**src/rtl/load_wb_unit.sv**
```systemverilog
// load_wb_unit: writeback stage for a simple in-order core.
// A plain result goes straight to the register file. A load first passes
// the alignment checks, then issues a word-aligned memory read and writes
// back the byte, half or word it extracts from the response.
module load_wb_unit #(
   parameter int ADDR_WIDTH = 5,
   parameter int DATA_WIDTH = 32
) (
   input  logic                  clk,
   input  logic                  rst_n,
   input  logic                  req_valid,
   output logic                  req_ready,
   input  logic                  req_is_load,
   input  logic [2:0]            req_funct3,
   input  logic [ADDR_WIDTH-1:0] req_rd,
   input  logic [DATA_WIDTH-1:0] req_data,
   output logic                  mem_req_valid,
   input  logic                  mem_req_ready,
   output logic [31:0]           mem_req_addr,
   input  logic                  mem_resp_valid,
   input  logic [31:0]           mem_resp_data,
   output logic                  rf_wen,
   output logic [ADDR_WIDTH-1:0] rf_waddr,
   output logic [DATA_WIDTH-1:0] rf_wdata,
   output logic                  load_err,
   output logic                  busy
);

   typedef enum logic [2:0] {
      IDLE  = 3'd0,
      MREQ  = 3'd1,
      MWAIT = 3'd2,
      WB    = 3'd3,
      ERR   = 3'd4
   } state_t;

   state_t                r_state;
   logic [ADDR_WIDTH-1:0] r_rd;
   logic [2:0]            r_funct3;
   // Holds the load address until the response arrives, then the value to write.
   logic [DATA_WIDTH-1:0] r_data;
   logic                  r_rfWen;
   logic                  r_memReqValid;
   logic                  r_loadErr;

   logic                  w_handshake;
   logic                  w_legalLoad;
   logic [15:0]           w_half;
   logic [DATA_WIDTH-1:0] w_loadValue;

   assign req_ready     = (r_state == IDLE);
   assign w_handshake   = req_valid & req_ready;
   assign busy          = (r_state != IDLE);
   assign mem_req_valid = r_memReqValid;
   assign mem_req_addr  = 32'(r_data) & 32'hFFFF_FFFC;
   assign rf_wen        = r_rfWen;
   assign rf_waddr      = r_rd;
   assign rf_wdata      = r_data;
   assign load_err      = r_loadErr;

   // Decide whether the offered load has a known funct3 and a naturally aligned address.
   always_comb begin
      w_legalLoad = 1'b0;
      case (req_funct3)
         3'b000, 3'b100: w_legalLoad = 1'b1;
         3'b001, 3'b101: w_legalLoad = ~req_data[0];
         3'b010:         w_legalLoad = (req_data[1:0] == 2'b00);
         default:        w_legalLoad = 1'b0;
      endcase
   end

   // Shift the addressed byte/half down to bit 0 and extend it to the register width.
   always_comb begin
      w_half      = 16'(mem_resp_data >> {r_data[1:0], 3'b000});
      w_loadValue = DATA_WIDTH'(mem_resp_data);
      case (r_funct3)
         3'b000:  w_loadValue = {{(DATA_WIDTH-8){w_half[7]}}, w_half[7:0]};
         3'b100:  w_loadValue = DATA_WIDTH'(w_half[7:0]);
         3'b001:  w_loadValue = {{(DATA_WIDTH-16){w_half[15]}}, w_half};
         3'b101:  w_loadValue = DATA_WIDTH'(w_half);
         default: w_loadValue = DATA_WIDTH'(mem_resp_data);
      endcase
   end

   // Main FSM: captures the request, runs the memory handshake and produces the registered strobes.
   always_ff @(posedge clk or negedge rst_n) begin
      if (!rst_n) begin
         r_state       <= IDLE;
         r_rd          <= '0;
         r_funct3      <= '0;
         r_data        <= '0;
         r_rfWen       <= 1'b0;
         r_memReqValid <= 1'b0;
         r_loadErr     <= 1'b0;
      end else begin
         r_rfWen   <= 1'b0;
         r_loadErr <= 1'b0;
         case (r_state)
            IDLE: begin
               if (w_handshake) begin
                  r_rd     <= req_rd;
                  r_funct3 <= req_funct3;
                  r_data   <= req_data;
                  if (!req_is_load) begin
                     r_state <= WB;
                     r_rfWen <= (req_rd != '0);
                  end else if (w_legalLoad) begin
                     r_state       <= MREQ;
                     r_memReqValid <= 1'b1;
                  end else begin
                     r_state   <= ERR;
                     r_loadErr <= 1'b1;
                  end
               end
            end
            MREQ: begin
               if (mem_req_ready) begin
                  r_state       <= MWAIT;
                  r_memReqValid <= 1'b0;
               end
            end
            MWAIT: begin
               if (mem_resp_valid) begin
                  r_state <= WB;
                  r_data  <= w_loadValue;
                  r_rfWen <= (r_rd != '0);
               end
            end
            WB: begin
               r_state <= IDLE;
            end
            ERR: begin
               r_state <= IDLE;
            end
            default: begin
               r_state       <= IDLE;
               r_memReqValid <= 1'b0;
            end
         endcase
      end
   end

endmodule

```
**config.mk**
```make
export PLATFORM = sky130hd
export DESIGN_NAME = load_wb_unit
export DESIGN_NICKNAME = d
export VERILOG_FILES = /design/src/rtl/load_wb_unit.sv
export SDC_FILE = /design/constraint.sdc
export NUM_CORES = 1
export LEC_CHECK = 0
export CORE_MARGIN = 2
export CORE_UTILIZATION = 41
export DETAILED_ROUTE_END_ITERATION = 6
export PLACE_DENSITY = 0.82
export RECOVER_POWER = 25
export SLEW_MARGIN = 30
export SYNTH_ARGS = -nofsm -noshare
export SYNTH_HDL_FRONTEND = slang
export SYNTH_SLANG_ARGS = --single-unit
```
**constraint.sdc**
```tcl
create_clock -name clk -period 2.37 [get_ports clk]
set_clock_uncertainty 0.15 [all_clocks]
set_input_delay 0.711 -clock clk [delete_from_list [all_inputs] [get_ports clk]]
set_output_delay 0.711 -clock clk [all_outputs]
set_load 0.02 [all_outputs]
```
* Yosys cells after proc, flatten, opt, wreduce, memory -nomap -nowiden
Cells that the tools add are included.
** Word-level totals
- Bits in registers :: 46
- Output and inout bits :: 74
- Input bits :: 78
** Cells by class
- Shift operators :: 1
- Muxes and demuxes :: 24
- Bitwise operators :: 3
- Eq/ne operators :: 16
- Reduce and logical (&&, ||, !) cells :: 15
** Operators by type and width (count)
- $pmux W32 S4 :: 1
- $mux W32 :: 2
- $pmux W32 S2 :: 1
- $shr A32 B5 Y16 :: 1
- $eq A3 B3 Y1 const B :: 5
- $mux W3 :: 5
- $mux W1 :: 11
- $reduce_bool A5 Y1 :: 2
- $eq A3 B1 Y1 const B :: 3
- $eq A3 B2 Y1 const B :: 3
- $logic_not A3 Y1 :: 3
- $pmux W3 S3 :: 1
- $ne A2 B1 Y1 const B :: 3
- $pmux W1 S3 :: 2
- $reduce_and A3 Y1 :: 2
- $reduce_and A5 Y1 :: 1
- $ne A2 B2 Y1 const B :: 2
- $reduce_or A2 Y1 :: 2
- $reduce_bool A3 Y1 :: 1
- $reduce_or A3 Y1 :: 1
- $logic_not A2 Y1 :: 1
- $not A1 Y1 :: 2
- $pmux W1 S2 :: 1
- $reduce_and A2 Y1 :: 1
- other kinds (2) :: 2

* Longest topological paths before layout
- Depth after elaboration :: 7
- Depth in mapped cells :: 7

* Worst setup path after synthesis
No wires, ideal clock.
- Kind :: reg-to-output
- From :: register r_state[1]
- To :: output port busy
- Data required time :: 1.509 ns
- Path slack :: 0.188 ns
- Data arrival time :: 1.321 ns
- Cell stages (with the launch flop) :: 4
- Cells stage by stage :: dfrtp_1 -> buf_4 -> nor3_1 -> inv_1
** Between the ends
- Cells in the longest elaborated chain, start to end :: 1
** RTL lines
- start: declaration :: RTL line 37 : state_t r_state;
- start signal: assignment :: RTL line 88 : r_state <= IDLE;
- start signal: assignment :: RTL line 105 : r_state <= WB;
- start signal: assignment :: RTL line 108 : r_state <= MREQ;
- $reduce_bool A3 Y1 :: RTL line 53 : assign busy = (r_state != IDLE);
- end: declaration :: RTL line 26 : output logic busy
Every way passes these cells.

* Final worst setup path
- From :: input port mem_resp_data[31]
- To :: register r_data[12], in the netlist rf_wdata[12]
** Between the ends
- Cells in the longest elaborated chain, start to end :: 4
** RTL lines
- start: declaration :: RTL line 21 : input logic [31:0] mem_resp_data,
- $shr A32 B5 Y16 :: RTL line 74 : w_half = 16'(mem_resp_data >> {r_data[1:0], 3'b000});
- $pmux W32 S4 :: RTL line 76 : case (r_funct3)
- $mux W32 :: RTL line 123 : if (mem_resp_valid) begin
- $pmux W32 S2 :: RTL line 98 : case (r_state)
- end signal: assignment :: RTL line 103 : r_data <= req_data;
- end signal: assignment :: RTL line 125 : r_data <= w_loadValue;
- end: declaration :: RTL line 41 : logic [DATA_WIDTH-1:0] r_data;
Every way passes these cells. The select of a mux whose other input is x is not followed.
A chain may end at the register's enable or synchronous reset.

==> results.toml <==
[critical_path]
crit_type = "input port to flop"
cp-start-kind = "input port"
crit_family = "buffers and inverters"
worstPathMaxFanout = 8
critical_path_depth = 6
path_common_cell = "buf_4"
reg2reg_depth = 4
arrival_ps = 2310
crit_slowest_cell = "mux4_2"
cp_num_buf_inv = 3
critPathRequiredTime_ps = 2400
worstPathCellList = "clkdlybuf4s50_1, mux4_2, buf_4, a211oi_2, buf_4, a221oi_1"
cpPeakStageDelay_ps = 530
end_kind = "flop"

[die]
ios = 152
die_w_um = 89.4
die_area_um2 = 7990
core.rowCount = 31
core_um2 = 7140
die_h_um = 89.4
initial_core_util_pct = 41.9

[timing]
final_max_slew_viol_count = 0
slew_headroom_pct = 10.6
grt_setup_unrepaired = "false"
fin_crit_sh_pct = 95.9
timing.final.crit_period_ps = 2270
hold_violations = 0
timing.fmax_mhz = 440
setup_viol = 0
worst_slew_pin_slew_ps = 1340

[logic_synthesis]
yosysTopAreaCell = "dfrtp_1"
dominantRegCellSynth = "dfrtp_1"
synth.area.top_cells = "dfrtp_1 39%, buf_4 8.5%, o221ai_2 5.0%"
synthDistinctLibCells = 43
synth_top_area_share_pct = 38.5
ys.warnings.count = 0
synth_edf_count = 0
syn_avg_cell_area_um2 = 9.20
syn_area_um2 = 2990
yosysSeqAreaShare_pct = 38.5
synth_seq_cells = 46
async_flop_share_pct = 100
netlist_instances = 325

[route]
drtPass1Iterations = 4
drc_errors = 0
wire_per_inst_um = 17.7
vias_per_cell = 5.48
wl_um = 9590
drtIter0Drc = 189
drtAntennaViolNets = 0
vias = 2978

[clock_tree]
cts_setup_buffers = 0
cts_tree = "built"
cts_hold_buf = 0
cts-buffers-inserted = 5
clock_latency_ps = 300
clk_pin_slew_ps = 80
htreeDepth = 2
cts_root_buf = "clkbuf_8"
clock_sinks = 46
cts_buffer_depth = 2

[power]
p_per_area_nw_per_um2 = 1410
seq_power_share_pct = 24.3
power.switching_mw = 2.94
ir_drop_v = 0.000768
internal_power_mw = 3.47
pwr-share-clk_pct = 7.8
p_total_mw = 6.41
swShare_pct = 45.9
p_leak_nw = 1.84
share_comb_of_total_power_pct = 67.8

[finish]
syn2layout_area_growth_pct = 52.4
layoutNonFillerInstCount = 543
num-fill-cells = 596
layout-drive-gt1-share_pct = 12.4
finish.instance_area_um2 = 4560
diodes = 0
finalNetCount = 521

[grt]
gr-usage-all-layers_pct = 24.6
grt_first_pass_wirelength_um = 15100
grt_max_degree = 41
grt_pass1_vias = 3005
grt_antenna_before_repair = 0
grt_overflow = 0

[place]
postPlaceCellArea_um2 = 4460
portBuffers = 149
placed_cells = 535
post-dp-hpwl_um = 7430
gp_congestion = 0.885

[worst_hold_path]
hold_class = "flop to flop"
whs_path_depth = 2

[flow_run]
cap_violations = 0

[status]
run_status = "completed"
-- worst paths after layout --
path | startpoint | endpoint | slack, ps
max | mem_resp_data[31] | rf_wdata[12] | 100
min | rf_wdata[17] | rf_wdata[17] | 380
max reg2reg | r_funct3[1] | rf_wdata[0] | 480
min reg2reg | rf_wdata[17] | rf_wdata[17] | 380
max in group asynchronous | rst_n | rf_wdata[2] | 740
min in group asynchronous | rst_n | rf_wdata[16] | 540
-- kinds of logic after synthesis --
kind of cell    count (synthesis)  synth area share (%)
simple gates                   97                  16.7
compound gates                 93                  23.9
buf+inv                        69                  13.5
flops                          46                  38.5
mux                            19                  7.28
other cells                     1                 0.125
-- power by group through the flow --
stage,logic [mW],registers [mW],clock network (mW)
2_1_floorplan,2.43,1.85,0
3_3_place_gp,4.25,1.55,0
3_5_place_dp,4.34,1.56,0
4_1_cts,4.35,1.56,0.512
5_1_grt,4.68,1.62,0.556
6_report,4.34,1.56,0.502
-- area by class of cell --
| type | count | area (um2) | share of cell area [%] |
|---|---|---|---|
| Timing Repair Buffer | 169 | 1700 | 37.2 |
| Multi-Input combinational cell | 211 | 1460 | 32.0 |
| Sequential cell | 46 | 1150 | 25.3 |
| Tap cell | 99 | 124 | 2.72 |
| Clock buffer | 7 | 86.3 | 1.89 |
| Inverter | 10 | 37.5 | 0.824 |
| Clock inverter | 1 | 5.00 | 0.110 |
-- through the flow --
step	setup TNS, ps	hold WS, ps	worst slack [ps]	utilization, %
after floorplan	0	265	188	-
final	0	383	96.4	63.8
after CTS	0	250	106	63.9
after global routing	0	407	57.7	63.8
after global placement	-3740	348	-179	62.5
after detailed placement	-4280	364	-202	62.5
-- flip-flops by register name, indices dropped and copies added (netlist names) --
name and flops:
r_state 3, rf_wen 1, mem_req_valid 1, r_funct3 3, rf_wdata 32, load_err 1, rf_waddr 5
-- synth_stat cells, types with 3 or more instances --
master,instances
dfrtp_1,46
buf_4,34
nand2_1,30
a21oi_1,27
nor2_1,22
clkbuf_1,17
and3_1,16
o21ai_0,13
a221oi_1,10
inv_1,10
o221ai_2,10
mux2_2,9
nand3b_1,9
mux2i_1,8
buf_2,7
a32oi_1,6
nor3_1,6
o221ai_1,6
o2bb2ai_1,6
o211ai_1,5
nor2b_1,4
nand2b_1,3
-- cell usage in the layout, fill, tap and decap left out, types with 2 or more instances in the layout --
cell and count:
dfrtp_1 46, a21oi_1 27, nor2_1 22, nor2b_1 4
o221ai_2 10, buf_12 5, o211ai_1 5, clkbuf_8 6
o221ai_1 6, mux2_2 9, nand3b_1 9, clkdlybuf4s50_1 146
inv_1 10, dlygate4sd2_1 2, and3_1 16, conb_1 2
o21ai_0 13, a221oi_1 10, clkbuf_1 2, nand2b_1 2
a32oi_1 6, nor3_1 4, nand2_1 30, mux2i_1 8
buf_4 15, o2bb2ai_1 6
-- routing by layer --
layer | vias to the layer above | GRT usage, % | wire, um
li1 | 1388 | - | -
met1 | 1430 | 30.4 | 3730
met2 | 140 | 41.4 | 4740
met3 | 20 | 6.74 | 901
met4 | 0 | 8.41 | 224
met5 | - | 0 | 0
-- worst reg2reg max path: cells and delay by family (launching register included) --
kind / cells / cell delay (ps)
and+or+nand+nor: 1 / 500
AOI/OAI and AO/OA: 3 / 510
DFF: 1 / 610
-- timing repair --
action                                  in CTS  in global routing
endpoints found under the hold margin        0                  0
resized for setup                            4                  0
endpoints found under the setup margin       2                  0
No activity file was read; power rests on OpenSTA's default activity.
